### src/rtl/pgm_pkg.sv
// pgm_pkg: shared constants and state encoding for the
// PGM replay scheduler.
package pgm_pkg;

  localparam int PGM_ADDR_W = 7;
  localparam int RAM_W      = 144;
  localparam int GEN_W      = 134;
  localparam int HDR_HI     = 133;
  localparam int HDR_LO     = 132;

  localparam logic [1:0] HDR  = 2'b01;
  localparam logic [1:0] MID  = 2'b11;
  localparam logic [1:0] TAIL = 2'b10;

  typedef enum logic [2:0] {
    S_IDLE  = 3'd0,
    S_ARM   = 3'd1,
    S_READ  = 3'd2,
    S_DRAIN = 3'd3,
    S_GAP   = 3'd4
  } state_t;

endpackage

### src/rtl/pgm_sched_if.sv
// pgm_sched_if: RAM read port plus generator output bus
// of the replay scheduler.
interface pgm_sched_if #(
  parameter int ADDR_W = pgm_pkg::PGM_ADDR_W
);
  import pgm_pkg::*;

  logic              rd2ram_rd_en;
  logic [ADDR_W-1:0] rd2ram_addr;
  logic [RAM_W-1:0]  ram_rdata;
  logic [GEN_W-1:0]  out_gen_data;
  logic              out_gen_data_wr;
  logic              out_gen_valid;
  logic              out_gen_valid_wr;
  logic              in_gen_alf;

  modport master (
    output rd2ram_rd_en,
    output rd2ram_addr,
    input  ram_rdata,
    output out_gen_data,
    output out_gen_data_wr,
    output out_gen_valid,
    output out_gen_valid_wr,
    input  in_gen_alf
  );

  modport slave (
    input  rd2ram_rd_en,
    input  rd2ram_addr,
    output ram_rdata,
    input  out_gen_data,
    input  out_gen_data_wr,
    input  out_gen_valid,
    input  out_gen_valid_wr,
    output in_gen_alf
  );

endinterface

### src/rtl/pgm_gap_cnt.sv
// pgm_gap_cnt: 16-bit loadable down-counter that holds
// at zero; times the idle gap between packets.
module pgm_gap_cnt (
  input  logic        clk,
  input  logic        rst_n,
  input  logic        load,
  input  logic        en,
  input  logic [15:0] din,
  output logic [15:0] cnt,
  output logic        zero
);

  assign zero = (cnt == 16'd0);

  always_ff @(posedge clk or negedge rst_n) begin
    if (!rst_n) begin
      cnt <= 16'd0;
    end else if (load) begin
      cnt <= din;
    end else if (en && !zero) begin
      cnt <= cnt - 16'd1;
    end
  end

endmodule

### src/rtl/pgm_sched.sv
// pgm_sched: replays the stored PGM template from the
// packet RAM as bursts with programmable count and gap.
module pgm_sched
  import pgm_pkg::*;
#(
  parameter string PLATFORM = "Xilinx",
  parameter int    ADDR_W   = PGM_ADDR_W
) (
  input  logic              clk,
  input  logic              rst_n,
  input  logic              wr2ram_wr_en,
  input  logic [ADDR_W-1:0] wr2ram_addr,
  input  logic              pgm_sent_start_flag,
  input  logic              pgm_sent_finish_flag,
  input  logic              pgm_bypass_flag,
  input  logic              sched_en,
  input  logic [31:0]       burst_cnt,
  input  logic [15:0]       gap_cycles,
  pgm_sched_if.master       gen,
  output logic [31:0]       sent_pkt_cnt,
  output logic              sched_busy
);

  localparam bit unused_platform = (PLATFORM == "Xilinx");

  state_t            state, nxt;
  logic              start_q, fin_q, en_q, rd_q;
  logic              tpl_ok, stop_req, pend_vld;
  logic [ADDR_W-1:0] last_addr, pend_addr, rd_addr;
  logic [31:0]       pkt_cnt, pkt_inc;
  logic [15:0]       gap_cnt;
  logic              gap_zero, is_idle, start_ok;
  logic              stop_evt, stop_now, burst_done;
  logic              tail_hit, unused_ok;

  assign is_idle  = (state == S_IDLE);
  assign start_ok = pgm_sent_start_flag & ~start_q
                  & sched_en & tpl_ok & ~pgm_bypass_flag;

  // a template rewrite counts as a stop request
  assign stop_evt = (pgm_sent_finish_flag & ~fin_q)
                  | (en_q & ~sched_en)
                  | wr2ram_wr_en;
  assign stop_now = stop_req | stop_evt;

  assign pkt_inc    = (&pkt_cnt) ? pkt_cnt : pkt_cnt + 32'd1;
  assign burst_done = (burst_cnt != 32'd0) && (pkt_inc == burst_cnt);
  assign unused_ok  = &{1'b0, gen.ram_rdata[RAM_W-1:GEN_W]};

  pgm_gap_cnt u_gap (
    .clk   (clk),
    .rst_n (rst_n),
    .load  (state == S_DRAIN),
    .en    (state == S_GAP),
    .din   (gap_cycles),
    .cnt   (gap_cnt),
    .zero  (gap_zero)
  );

  always_ff @(posedge clk or negedge rst_n) begin
    if (!rst_n) state <= S_IDLE;
    else        state <= nxt;
  end

  always_comb begin
    nxt = state;
    unique case (state)
      S_IDLE:  if (start_ok) nxt = S_ARM;
      S_ARM: begin
        if (stop_now)             nxt = S_IDLE;
        else if (!gen.in_gen_alf) nxt = S_READ;
      end
      S_READ:  if (rd_addr == last_addr) nxt = S_DRAIN;
      S_DRAIN: nxt = (stop_now || burst_done) ? S_IDLE : S_GAP;
      S_GAP:   if (gap_zero || gap_cnt == 16'd1) nxt = S_ARM;
      default: nxt = S_IDLE;
    endcase
  end

  always_ff @(posedge clk or negedge rst_n) begin
    if (!rst_n) begin
      start_q   <= 1'b0;
      fin_q     <= 1'b0;
      en_q      <= 1'b0;
      rd_q      <= 1'b0;
      tpl_ok    <= 1'b0;
      stop_req  <= 1'b0;
      pend_vld  <= 1'b0;
      last_addr <= '0;
      pend_addr <= '0;
      rd_addr   <= '0;
      pkt_cnt   <= 32'd0;
    end else begin
      start_q <= pgm_sent_start_flag;
      fin_q   <= pgm_sent_finish_flag;
      en_q    <= sched_en;
      rd_q    <= (state == S_READ);
      if (is_idle) begin
        if (wr2ram_wr_en) begin
          last_addr <= wr2ram_addr;
          tpl_ok    <= 1'b1;
          pend_vld  <= 1'b0;
        end else if (pend_vld) begin
          last_addr <= pend_addr;
          pend_vld  <= 1'b0;
        end
        if (start_ok) begin
          pkt_cnt  <= 32'd0;
          stop_req <= 1'b0;
        end
      end else begin
        // busy-time writes land in last_addr once back in idle
        if (wr2ram_wr_en) begin
          pend_addr <= wr2ram_addr;
          pend_vld  <= 1'b1;
        end
        if (stop_evt) stop_req <= 1'b1;
      end
      if (state == S_DRAIN) pkt_cnt <= pkt_inc;
      if (state == S_ARM)       rd_addr <= '0;
      else if (state == S_READ) rd_addr <= rd_addr + ADDR_W'(1);
    end
  end

  assign tail_hit = rd_q && (state == S_DRAIN)
                 && (gen.ram_rdata[HDR_HI:HDR_LO] == TAIL);

  always_comb begin
    gen.rd2ram_rd_en     = (state == S_READ);
    gen.rd2ram_addr      = (state == S_READ) ? rd_addr : '0;
    gen.out_gen_data_wr  = rd_q;
    gen.out_gen_data     = rd_q ? gen.ram_rdata[GEN_W-1:0] : '0;
    gen.out_gen_valid    = tail_hit;
    gen.out_gen_valid_wr = tail_hit;
    sched_busy           = !is_idle;
    sent_pkt_cnt         = pkt_cnt;
  end

endmodule

### src/flat_wrapper.sv
// flat-port wrapper written by rule: the top's interface ports become plain ports
module pgm_sched_flat import pgm_pkg::*;
#(
  parameter string PLATFORM = "      ",
  parameter int    ADDR_W   = PGM_ADDR_W
)
  (clk, rst_n, wr2ram_wr_en, wr2ram_addr, pgm_sent_start_flag, pgm_sent_finish_flag, pgm_bypass_flag, sched_en, burst_cnt, gap_cycles, sent_pkt_cnt, sched_busy, gen_rd2ram_rd_en, gen_rd2ram_addr, gen_ram_rdata, gen_out_gen_data, gen_out_gen_data_wr, gen_out_gen_valid, gen_out_gen_valid_wr, gen_in_gen_alf);
  pgm_sched_if #(.ADDR_W(ADDR_W)) gen_i ();
  input  logic clk;
  input  logic rst_n;
  input  logic wr2ram_wr_en;
  input  logic [ADDR_W-1:0] wr2ram_addr;
  input  logic pgm_sent_start_flag;
  input  logic pgm_sent_finish_flag;
  input  logic pgm_bypass_flag;
  input  logic sched_en;
  input  logic [31:0] burst_cnt;
  input  logic [15:0] gap_cycles;
  output logic [31:0] sent_pkt_cnt;
  output logic sched_busy;
  output wire logic [$bits(gen_i.rd2ram_rd_en)-1:0] gen_rd2ram_rd_en;
  output wire logic [$bits(gen_i.rd2ram_addr)-1:0] gen_rd2ram_addr;
  input wire logic [$bits(gen_i.ram_rdata)-1:0] gen_ram_rdata;
  output wire logic [$bits(gen_i.out_gen_data)-1:0] gen_out_gen_data;
  output wire logic [$bits(gen_i.out_gen_data_wr)-1:0] gen_out_gen_data_wr;
  output wire logic [$bits(gen_i.out_gen_valid)-1:0] gen_out_gen_valid;
  output wire logic [$bits(gen_i.out_gen_valid_wr)-1:0] gen_out_gen_valid_wr;
  input wire logic [$bits(gen_i.in_gen_alf)-1:0] gen_in_gen_alf;
  assign gen_rd2ram_rd_en = gen_i.rd2ram_rd_en;
  assign gen_rd2ram_addr = gen_i.rd2ram_addr;
  assign gen_i.ram_rdata = gen_ram_rdata;
  assign gen_out_gen_data = gen_i.out_gen_data;
  assign gen_out_gen_data_wr = gen_i.out_gen_data_wr;
  assign gen_out_gen_valid = gen_i.out_gen_valid;
  assign gen_out_gen_valid_wr = gen_i.out_gen_valid_wr;
  assign gen_i.in_gen_alf = gen_in_gen_alf;
  pgm_sched #(.PLATFORM(PLATFORM), .ADDR_W(ADDR_W)) u_core (.clk(clk), .rst_n(rst_n), .wr2ram_wr_en(wr2ram_wr_en), .wr2ram_addr(wr2ram_addr), .pgm_sent_start_flag(pgm_sent_start_flag), .pgm_sent_finish_flag(pgm_sent_finish_flag), .pgm_bypass_flag(pgm_bypass_flag), .sched_en(sched_en), .burst_cnt(burst_cnt), .gap_cycles(gap_cycles), .gen(gen_i), .sent_pkt_cnt(sent_pkt_cnt), .sched_busy(sched_busy));
endmodule
### config.mk
export PLATFORM = sky130hd
export DESIGN_NAME = pgm_sched_flat
export DESIGN_NICKNAME = d
export VERILOG_FILES = /design/src/rtl/pgm_pkg.sv /design/src/rtl/pgm_sched_if.sv /design/src/rtl/pgm_gap_cnt.sv /design/src/rtl/pgm_sched.sv /design/src/flat_wrapper.sv
export SDC_FILE = /design/constraint.sdc
export NUM_CORES = 1
export LEC_CHECK = 0
export CORE_AREA = 2 2 148 150
export DETAILED_ROUTE_END_ITERATION = 8
export DIE_AREA = 0 0 150 152
export GPL_TIMING_DRIVEN = 1
export PLACE_DENSITY = 0.69
export SYNTH_ARGS = -nofsm -noshare
export SYNTH_HDL_FRONTEND = slang
export SYNTH_SLANG_ARGS = --single-unit
### constraint.sdc
create_clock -name clk -period 4.65 [get_ports clk]
set_input_delay 1.1625 -clock clk [delete_from_list [all_inputs] [get_ports clk]]
set_output_delay 1.1625 -clock clk [all_outputs]
set_load 0.02 [all_outputs]
# --- After elaboration in Yosys (flattened, before gate mapping) ---
# Index checks and enable logic that the tools add are counted.
totals:
  word_cells: 91
  input_bits: 207
  regBits: 79
  out_inout_bits: 178
classes:
  n_eq_ne: 12
  mux: 24
  n_reduce_logical: 25
  add_sub_neg: 3
  bitwise: 14
ops:
  columns: ["cell", "n"]
  rows:
  - ["134-bit two-way mux", 1]
  - ["32-bit two-way mux", 4]
  - ["7-bit two-way mux", 5]
  - ["32-bit by 1-bit adder with 32-bit output, second input constant", 1]
  - ["32-bit == test", 1]
  - ["16-bit two-way mux", 2]
  - ["32-bit AND reduction", 1]
  - ["32-bit nonzero test", 1]
  - ["3-bit two-way mux", 6]
  - ["16-bit by 1-bit == test with 1-bit output, second input constant", 1]
  - ["16-bit logical NOT", 1]
  - ["16-bit by 1-bit subtractor with 16-bit output, second input constant", 1]
  - ["3-bit one-hot mux with 5 select lines", 1]
  - ["2-bit nonzero test", 7]
  - ["2-bit AND reduction", 5]
  - ["7-bit by 1-bit adder with 7-bit output, second input constant", 1]
  - ["7-bit == test", 1]
  - ["1-bit bitwise AND", 6]
  - ["3-bit by 2-bit == test with 1-bit output, second input constant", 2]
  - ["1-bit two-way mux", 5]
  - ["1-bit NOT", 5]
  - ["1-bit logical AND", 4]
  - ["2-bit by 1-bit != test with 1-bit output, second input constant", 2]
  - ["4-bit AND reduction", 1]
  - ["other kinds (9)", 13]

# --- Logic depth before layout (Yosys ltp) ---
# Gate-level depths: netlist (run 1).
logic_depth:
  ltp_word: 8
  depth_mapped: 12
  depth_no_buf: 9

# --- Cells and area by module ---
# Synthesis (run 1) repeated with hierarchy kept, for this count alone.
hier_totals:
  cells_unflattened: 762
  hier_area_um2: 6271.0
modules_own_cells:
  columns: ["mod", "area_per_inst_um2", "instances", "seq_area_each_um2", "cells_each"]
  rows:
  - ["pgm_sched", 5231.3, 1, 1576.5, 643]
  - ["pgm_gap_cnt", 1039.7, 1, 400.4, 119]

# --- Worst setup path before layout (run 1) ---
# Ideal clock, no wire load.
synth_timing:
  kind: "in2out"
  start: "input port gen_ram_rdata[133]"
  end: "output port gen_out_gen_valid_wr"
  required_time_ps: 3488
  path_buffers: 1
  arrival_time_ps: 2278
  stages: 3
  slack_ps: 1210
  cell_sequence: "and2_1 -> nor3b_1 -> buf_4"
synth_between:
  elab_chain_cells: 2
synth_lines:
  columns: ["item", "line_no", "source"]
  rows:
  - ["start: declaration", "flat_wrapper.sv:23", "input wire logic [$bits(gen_i.ram_rdata)-1:0] gen_ram_rdata;"]
  - ["2-bit == test", "pgm_sched.sv:126", "&& (gen.ram_rdata[HDR_HI:HDR_LO] == TAIL);"]
  - ["1-bit logical AND", "pgm_sched.sv:126", null]
  - ["end: declaration", "flat_wrapper.sv:27", "output wire logic [$bits(gen_i.out_gen_valid_wr)-1:0] gen_out_gen_valid_wr;"]
# Every way passes these cells.

# --- Worst setup path in the final report (run 1) ---
layout_timing:
  start: "input port burst_cnt[10]"
  end: "register u_core.state[2]"
layout_between:
  elab_chain_cells: 5
  word_cells_on_any_way: 6
  classes_between: "eq/ne (1); mux (2); reduce/logical (3)"
layout_lines:
  columns: ["item", "line_no", "source"]
  rows:
  - ["start: declaration", "flat_wrapper.sv:17", "input logic [31:0] burst_cnt;"]
  - ["32-bit == test or 32-bit nonzero test (tied branches)", "pgm_sched.sv:47", "assign burst_done = (burst_cnt != 32'd0) && (pkt_inc == burst_cnt);"]
  - ["1-bit logical AND (*)", "pgm_sched.sv:47", null]
  - ["1-bit logical OR (*)", "pgm_sched.sv:74", "S_DRAIN: nxt = (stop_now || burst_done) ? S_IDLE : S_GAP;"]
  - ["3-bit two-way mux (*)", "pgm_sched.sv:74", null]
  - ["3-bit one-hot mux with 5 select lines (*)", "pgm_sched.sv:67", "unique case (state)"]
  - ["end signal: assignment", "pgm_sched.sv:62", "else state <= nxt;"]
  - ["end: declaration", "pgm_sched.sv:26", "state_t state, nxt;"]
# Mark *: on every way between the ends. The rest lies on a longest branch, timed or not.
# A chain may end at the register's enable or synchronous reset.

==> qor_table.md, run 1 <==
| Result | This run | Unit |
|---|---|---|
| Headroom to the max-slew limit | 48.0 | % |
| Largest net degree at the start of global routing | 56 | - |
| Endpoint of the lowest-slack register-to-register path | u_core.state[2]$_DFFE_PN0P_ | - |
| Peak supply drop | 0.000287 | V |
| Detail Route Antenna Nets | 0 | - |
| Clock latency on the worst-skew pair | 350 | ps |
| Setup crit end kind | register | - |
| Fin crit share | 84.2 | % |
| IO Count | 385 | - |
| Static leakage | 4.01 | nW |
| Cell taking the most area after synthesis | sky130_fd_sc_hd__dfrtp_1 | - |
| CTS tree | done | - |
| Number of nets in the synthesized netlist | 993 | - |
| Total of max-cap violations | 0 | - |
| Antenna violations before repair | 15 | - |
| Number of setup buffers added after CTS | 0 | - |
| Post-layout utilization of the core | 49.5 | % |
| Critical path launch point | burst_cnt[10] | - |
| Worst-Margin Slew | 777 | ps |
| Leading post-synthesis cells by cell area | sky130_fd_sc_hd__dfrtp_1 (32%), sky130_fd_sc_hd__and2_1 (14%), sky130_fd_sc_hd__xnor2_1 (6.4%) | - |
| Endpoints failing hold | 0 | - |
| Number of flops mapped to enable cells by yosys | 0 | - |
| Clock slew at reported path FFs | 70 | ps |
| Share of total power consumed by net switching | 42.4 | % |
| Detailed-router iteration count before antenna repair | 5 | - |
| Post-detailed-placement half-perimeter wirelength | 22.9 | mm |
| Hold_ws | 451 | ps |
| DP Area | 0.0102 | mm^2 |
| RSZ-0062 raised after global routing | false | - |
| Number of cells on the worst reg-to-reg path | 9 | - |
| Std-Cell Core Area | 0.0214 | mm^2 |
| Largest fanout of any net on the critical path | 3 | - |
| Core Rows | 54 | - |
| Drt via density | 5.07 | - |
| Area of all placed cells without fillers | 0.0106 | mm^2 |
| H-tree depth reported by CTS | 3 | - |
| Prevailing post-synth register cell | sky130_fd_sc_hd__dfrtp_1 | - |
| Worst Setup Path Type | input port to register | - |
| Number of buffers created by CTS | 9 | - |
| Count of input and output buffers | 374 | - |
| Layout overhead on the synthesized area | 69.1 | % |
| End point of the most critical hold path | u_core.tpl_ok$_DFFE_PN0P_ | - |
| Remaining routing DRC violations | 0 | - |
| WP data arrival | 4100 | ps |
| Y dimension of the die | 152 | um |
| Type of the tightest min-delay check | register to register | - |
| Number of inserted filler cells in the final layout | 2074 | - |
| Post-layout worst setup margin | 735 | ps |
| Worst setup skew after layout | 8.63 | ps |
| Number of unique standard cell types used by synthesis | 62 | - |
| Clock group share of total power | 17.5 | % |
| Avg Synthesized Cell Area | 7.99 | um^2 |
| Logic pwr share | 51.8 | % |
| Switching Power | 1.82 | mW |
| Initial Utilization | 29.3 | % |
| Top-area cell type share of the netlist area | 31.6 | % |
| Worst Min Path Start | u_core.tpl_ok$_DFFE_PN0P_ | - |
| Max Root-Sink Buffers | 2 | - |
| Setup violators final | 0 | - |
| Cts hold-fix bufs | 0 | - |
| Share of synthesized area occupied by flip-flops and latches | 31.6 | % |
| Syn Std Cell Area | 0.00625 | mm^2 |
| Final critical-path required period | 3910 | ps |
| Leading post-synthesis cells by instance count | sky130_fd_sc_hd__and2_1 (144), sky130_fd_sc_hd__dfrtp_1 (79), sky130_fd_sc_hd__o21ai_0 (63) | - |
| Portion of total power attributed to sequential cells | 30.7 | % |
| Initial DRC Count | 445 | - |
| Wire length reported by the detailed router | 28.0 | mm |
| Synthesized instance count | 782 | - |
| Cells resized by post-CTS repair | 0 | - |
| Data required, critical path | 4840 | ps |
| Number of cells on the worst hold path | 1 | - |
| Root buffer cell | sky130_fd_sc_hd__clkbuf_16 | - |
| R2R Setup Slk | 970 | ps |
| Warnings from Yosys | 0 | - |
| Most common cell in the netlist | sky130_fd_sc_hd__and2_1 | - |
| Wire length of the first global-routing pass | 42.0 | mm |
| Die outline width | 150 | um |
| Power density of the placed cells | 407 | mW/mm^2 |
| Detailed-route via count | 7200 | - |
| Last weighted congestion value of the routability-driven placer | 0.975 | - |
| Final Slew Violations | 0 | - |
| Async SR Flop Fraction | 100 | % |
| TNS Setup | 0 | ps |
| Final #Nets | 1335 | - |
| Combined global-route utilization of all metal layers | 24.2 | % |
| Internal cell power | 2.48 | mW |
| Number of clock sinks | 79 | - |
| Area enclosed by the die boundary | 0.0228 | mm^2 |
| Flip-flop and latch count after synthesis | 79 | - |
| Category of the worst setup path launch point | input port | - |
| Startpoint of the worst-slack reg-to-reg timing path | u_core.sent_pkt_cnt[0]$_DFFE_PN0P_ | - |
| Vias in the first global route | 6718 | - |
| Highest clock rate | 0.255 | GHz |
| Share of final-layout standard cells stronger than drive strength 1 | 5.31 | % |
| Outcome | finished, final reports clean | - |
| Post-Place Worst Slack | 469 | ps |
| Global route total overflow | 0 | - |
| Routed wire length per instance | 19.8 | um |
-- placed cells by master, fill, tap and decap left out, types with 13 or more instances in the layout --
cell                              synthesis  layout
sky130_fd_sc_hd__dfrtp_1                 79      78
sky130_fd_sc_hd__nand4_1                 15      15
sky130_fd_sc_hd__o31ai_1                 18      18
sky130_fd_sc_hd__nand3_1                 22      22
sky130_fd_sc_hd__nand2_1                 59      59
sky130_fd_sc_hd__xnor2_1                 46      46
sky130_fd_sc_hd__buf_4                    2      13
sky130_fd_sc_hd__and2_1                 144     144
sky130_fd_sc_hd__nor2_1                  60      59
sky130_fd_sc_hd__nor4_1                  21      21
sky130_fd_sc_hd__clkdlybuf4s50_1          0     373
sky130_fd_sc_hd__o21ai_0                 63      63
sky130_fd_sc_hd__a21oi_1                 29      29
sky130_fd_sc_hd__xor2_1                  16      16
sky130_fd_sc_hd__nor3_1                  13      13
-- power groups by stage --
stage	combinational (mW)	clock (mW)	sequential (mW)
2_1_floorplan	1.21	0	1.25
3_3_place_gp	2.21	0	1.32
3_5_place_dp	2.23	0	1.32
4_1_cts	2.24	0.776	1.31
5_1_grt	2.40	0.799	1.37
6_report	2.22	0.754	1.32
-- routing by layer --
| layer | share of wire [%] | global-route usage, % |
|---|---|---|
| met5 | 0.24 | 0 |
| met4 | 1.5 | 5.35 |
| met3 | 12 | 11.4 |
| met2 | 42 | 34.7 |
| met1 | 44 | 32.9 |
-- logic make-up after synthesis --
family / count (synthesis) / synth area share (%)
AND/OR/NAND/NOR: 388 / 35.1
AO/OA/AOI/OAI: 162 / 16.1
flip-flops: 79 / 31.6
buffers and inverters: 66 / 4.10
XOR/XNOR: 62 / 8.69
multiplexers: 21 / 3.54
adder cells (fa/ha/maj): 4 / 0.801
-- worst max-delay path, cell delays in order --
cell and delay (ps):
sky130_fd_sc_hd__clkdlybuf4s50_1 490, sky130_fd_sc_hd__xor2_1 270, sky130_fd_sc_hd__nor4_1 110, sky130_fd_sc_hd__a211oi_1 280
sky130_fd_sc_hd__o22ai_1 120, sky130_fd_sc_hd__or4_1 520, sky130_fd_sc_hd__or4_1 520, sky130_fd_sc_hd__nor4_1 440
sky130_fd_sc_hd__a41oi_1 190
-- worst max path at each step --
stage,depth (start not counted),end,slack (ps)
final,9,u_core.state[2]$_DFFE_PN0P_,740
after global routing,9,u_core.state[2]$_DFFE_PN0P_,590
after CTS,4,gen_out_gen_valid_wr,730
after detailed placement,9,u_core.state[2]$_DFFE_PN0P_,470
after global placement,9,u_core.state[2]$_DFFE_PN0P_,470
after floorplan,3,gen_out_gen_valid_wr,1210
-- sequential cells by signal (all words and copies together), names as in the netlist --
signal	cells
u_core.start_q	1
u_core.last_addr	7
u_core.tpl_ok	1
u_core.sent_pkt_cnt	32
u_core.fin_q	1
u_core.state	3
u_core.stop_req	1
u_core.gen.out_gen_data_wr	1
u_core.rd_addr	7
u_core.pend_addr	7
u_core.u_gap.cnt	16
u_core.en_q	1
u_core.pend_vld	1
-- per-stage QoR --
stage	cells	total power, mW
2_1_floorplan	782	2.46
4_1_cts	1409	4.33
5_1_grt	1411	4.57
6_report	1419	4.30
3_3_place_gp	1393	3.52
3_5_place_dp	1393	3.55
-- area by class of cell --
type,count,area [um^2],share of cell area (%)
Tap cell,280,350,3.32
Multi-Input combinational cell,637,4030,38.1
Antenna cell,10,25.0,0.237
Clock inverter,7,86.3,0.817
Clock buffer,9,225,2.13
Timing Repair Buffer,386,3830,36.3
Inverter,11,41.3,0.391
Sequential cell,79,1980,18.7
No activity file was read; power rests on OpenSTA's default activity.
==> run 2: changes to the inputs <==
Settings changed: CORE_AREA 2 2 148 150 to 2 2 152 154, DIE_AREA 0 0 150 152 to 0 0 154 156.
Clock period 4.65 ns to 3.5 ns, I/O delays scaled along.
==> qor_table.md, run 2 (same netlist as run 1, synthesis figures left out) <==
| Result | This run | Unit | Delta |
|---|---|---|---|
| Drt via density | 5.06 | - | was 5.07 |
| Layout overhead on the synthesized area | 77.7 | % | was 69.1% |
| Wire length of the first global-routing pass | 43.8 | mm | was 42.0 mm |
| Post-Place Worst Slack | -338 | ps | was 469 ps |
| Final #Nets | 1400 | - | was 1335 |
| Power density of the placed cells | 543 | mW/mm^2 | was 407 mW/mm^2 |
| Root buffer cell | sky130_fd_sc_hd__clkbuf_16 | - | unchanged |
| Max Root-Sink Buffers | 2 | - | unchanged |
| Count of input and output buffers | 374 | - | unchanged |
| Clock slew at reported path FFs | 70 | ps | about the same |
| Worst-Margin Slew | 783 | ps | was 777 ps |
| Flip-flop count of the largest register after layout | 32 | - | unchanged |
| Worst Setup Path Type | register to output port | - | was input port to register |
| Largest fanout of any net on the critical path | 14 | - | was 3 |
| Number of setup buffers added after CTS | 0 | - | unchanged |
| CTS tree | done | - | unchanged |
| Setup crit end kind | output port | - | was register |
| Number of buffers created by CTS | 9 | - | unchanged |
| Initial DRC Count | 609 | - | was 445 |
| Remaining routing DRC violations | 0 | - | unchanged |
| Post-layout worst setup margin | 214 | ps | was 735 ps |
| Post-detailed-placement half-perimeter wirelength | 23.7 | mm | was 22.9 mm |
| Headroom to the max-slew limit | 47.6 | % | was 48.0% |
| Outcome | finished, final reports clean | - | unchanged |
| IO Count | 385 | - | unchanged |
| Final Slew Violations | 0 | - | unchanged |
| Die outline width | 154 | um | was 150 um |
| WP data arrival | 2410 | ps | was 4100 ps |
| Vias in the first global route | 7167 | - | was 6718 |
| Wire length reported by the detailed router | 29.1 | mm | was 28.0 mm |
| Highest-count cells in the layout ignoring fill and taps | sky130_fd_sc_hd__clkdlybuf4s50_1 (373), sky130_fd_sc_hd__and2_1 (144), sky130_fd_sc_hd__dfrtp_1 (78), sky130_fd_sc_hd__buf_4 (77), sky130_fd_sc_hd__o21ai_0 (63) | - | was sky130_fd_sc_hd__clkdlybuf4s50_1 (373), sky130_fd_sc_hd__and2_1 (144), sky130_fd_sc_hd__dfrtp_1 (78), sky130_fd_sc_hd__o21ai_0 (63) |
| Detail Route Antenna Nets | 0 | - | unchanged |
| Total of max-cap violations | 0 | - | unchanged |
| Y dimension of the die | 156 | um | was 152 um |
| Peak supply drop | 0.000294 | V | was 0.000287 V |
| Category of the worst setup path launch point | register | - | was input port |
| Met3 global-route usage | 7.17 | % | was 11.4% |
| Static leakage | 4.36 | nW | was 4.01 nW |
| Share of final-layout standard cells stronger than drive strength 1 | 10.7 | % | was 5.31% |
| Largest net degree at the start of global routing | 56 | - | unchanged |
| Antenna violations before repair | 8 | - | was 15 |
| Area of all placed cells without fillers | 0.0111 | mm^2 | was 0.0106 mm^2 |
| Area enclosed by the die boundary | 0.0240 | mm^2 | was 0.0228 mm^2 |
| Global route total overflow | 0 | - | unchanged |
| Highest clock rate | 0.304 | GHz |  |
| Met1 capacity usage during global routing | 32.7 | % | was 32.9% |
| Std-Cell Core Area | 0.0224 | mm^2 | was 0.0214 mm^2 |
| Detailed-route via count | 7498 | - | was 7200 |
| Endpoints failing hold | 0 | - | unchanged |
| Number of clock sinks | 79 | - | unchanged |
| Setup violators final | 0 | - | unchanged |
| Last weighted congestion value of the routability-driven placer | 0.949 | - | was 0.975 |
| Fin crit share | 93.9 | % |  |
| Clock latency on the worst-skew pair | 350 | ps | about the same |
| GRT Max-Usage Layer | met2 | - | unchanged |
| Data required, critical path | 2620 | ps | was 4840 ps |
| Core Rows | 55 | - | was 54 |
| Type of the tightest min-delay check | register to register | - | unchanged |
| Most frequent standard cell in the layout excluding fill and tap cells | sky130_fd_sc_hd__clkdlybuf4s50_1 | - | unchanged |
| Worst setup skew after layout | 11.0 | ps | was 8.63 ps |
| RSZ-0062 raised after global routing | false | - | unchanged |
| Combined global-route utilization of all metal layers | 23.8 | % | was 24.2% |
| Routed wire length per instance | 19.6 | um | was 19.8 um |
| DP Area | 0.0107 | mm^2 | was 0.0102 mm^2 |
| H-tree depth reported by CTS | 3 | - | unchanged |
| Detailed-router iteration count before antenna repair | 5 | - | unchanged |
| Initial Utilization | 27.9 | % | was 29.3% |
| Met2 Track Usage GR | 36.5 | % | was 34.7% |
| Final critical-path required period | 3290 | ps |  |
==> run 2: per-layer routing <==
metal  share of wire, %  vias up
li1                   -     3582
met1                 46     3531
met2                 44      336
met3                8.5       43
met4                1.9        6
met5               0.14        -
==> run 2: final timing paths <==
kind / to / slack [ps] / cells after the start / from
max: gen_rd2ram_addr[3] / 210 / 4 / u_core.state[0]$_DFFE_PN0P_
min: u_core.tpl_ok$_DFFE_PN0P_ / 450 / 1 / u_core.tpl_ok$_DFFE_PN0P_
max reg2reg: u_core.state[2]$_DFFE_PN0P_ / 280 / 8 / u_core.u_gap.cnt[13]$_DFFE_PN0P_
min reg2reg: u_core.tpl_ok$_DFFE_PN0P_ / 450 / 1 / u_core.tpl_ok$_DFFE_PN0P_
max in group asynchronous: u_core.last_addr[1]$_DFFE_PN0P_ / 2230 / 2 / rst_n
min in group asynchronous: u_core.sent_pkt_cnt[3]$_DFFE_PN0P_ / 560 / 1 / rst_n
==> run 2: critical path: stages, from the launching register on <==
cell and delay, ps:
sky130_fd_sc_hd__dfrtp_1 400, sky130_fd_sc_hd__or3b_2 600, sky130_fd_sc_hd__clkinvlp_4 250, sky130_fd_sc_hd__and2_1 190, sky130_fd_sc_hd__clkdlybuf4s50_1 610
==> run 2: cell type report <==
| type | count | area, um^2 |
|---|---|---|
| fillers | 2143 | 11300 |
| repair buffers | 451 | 4330 |
| multi-input cells | 637 | 4050 |
| flip-flops and latches | 79 | 1980 |
| well taps | 285 | 357 |
| clock buffers | 9 | 225 |
| clock inverters | 7 | 109 |
| inverters | 11 | 45.0 |
| diodes | 4 | 10.0 |
==> run 2: power breakdown <==
group / switching (mW) / total (mW) / internal (mW)
Clock: 0.440 / 1.08 / 0.642
Sequential: 0.379 / 1.61 / 1.23
Combinational: 1.69 / 3.33 / 1.64
Total: 2.51 / 6.03 / 3.51
==> run 2: repair_timing <==
action	in CTS	in global routing
hold buffers	0	0
resized for setup	0	4
setup endpoints to repair	0	2
==> run 2: metrics by stage <==
| stage | TNS (ps) | util, % | power [mW] | instances | hold slack [ps] |
|---|---|---|---|---|---|
| finish | 0 | 49.6 | 6.03 | 1483 | 452 |
| global route | 0 | 49.6 | 6.40 | 1479 | 473 |
| CTS | 0 | 49.5 | 6.04 | 1479 | 454 |
| detailed placement | -338 | 48.0 | 4.93 | 1463 | 438 |
| global placement | -285 | 48.0 | 4.88 | 1463 | 434 |
| floorplan | 0 | - | 3.27 | 782 | 420 |
==> run 3: changes to the inputs <==
Settings changed: TNS_END_PERCENT set to 50.
==> results of run 3 <==
Final layout, timing and power as in run 2 (identical DEF).
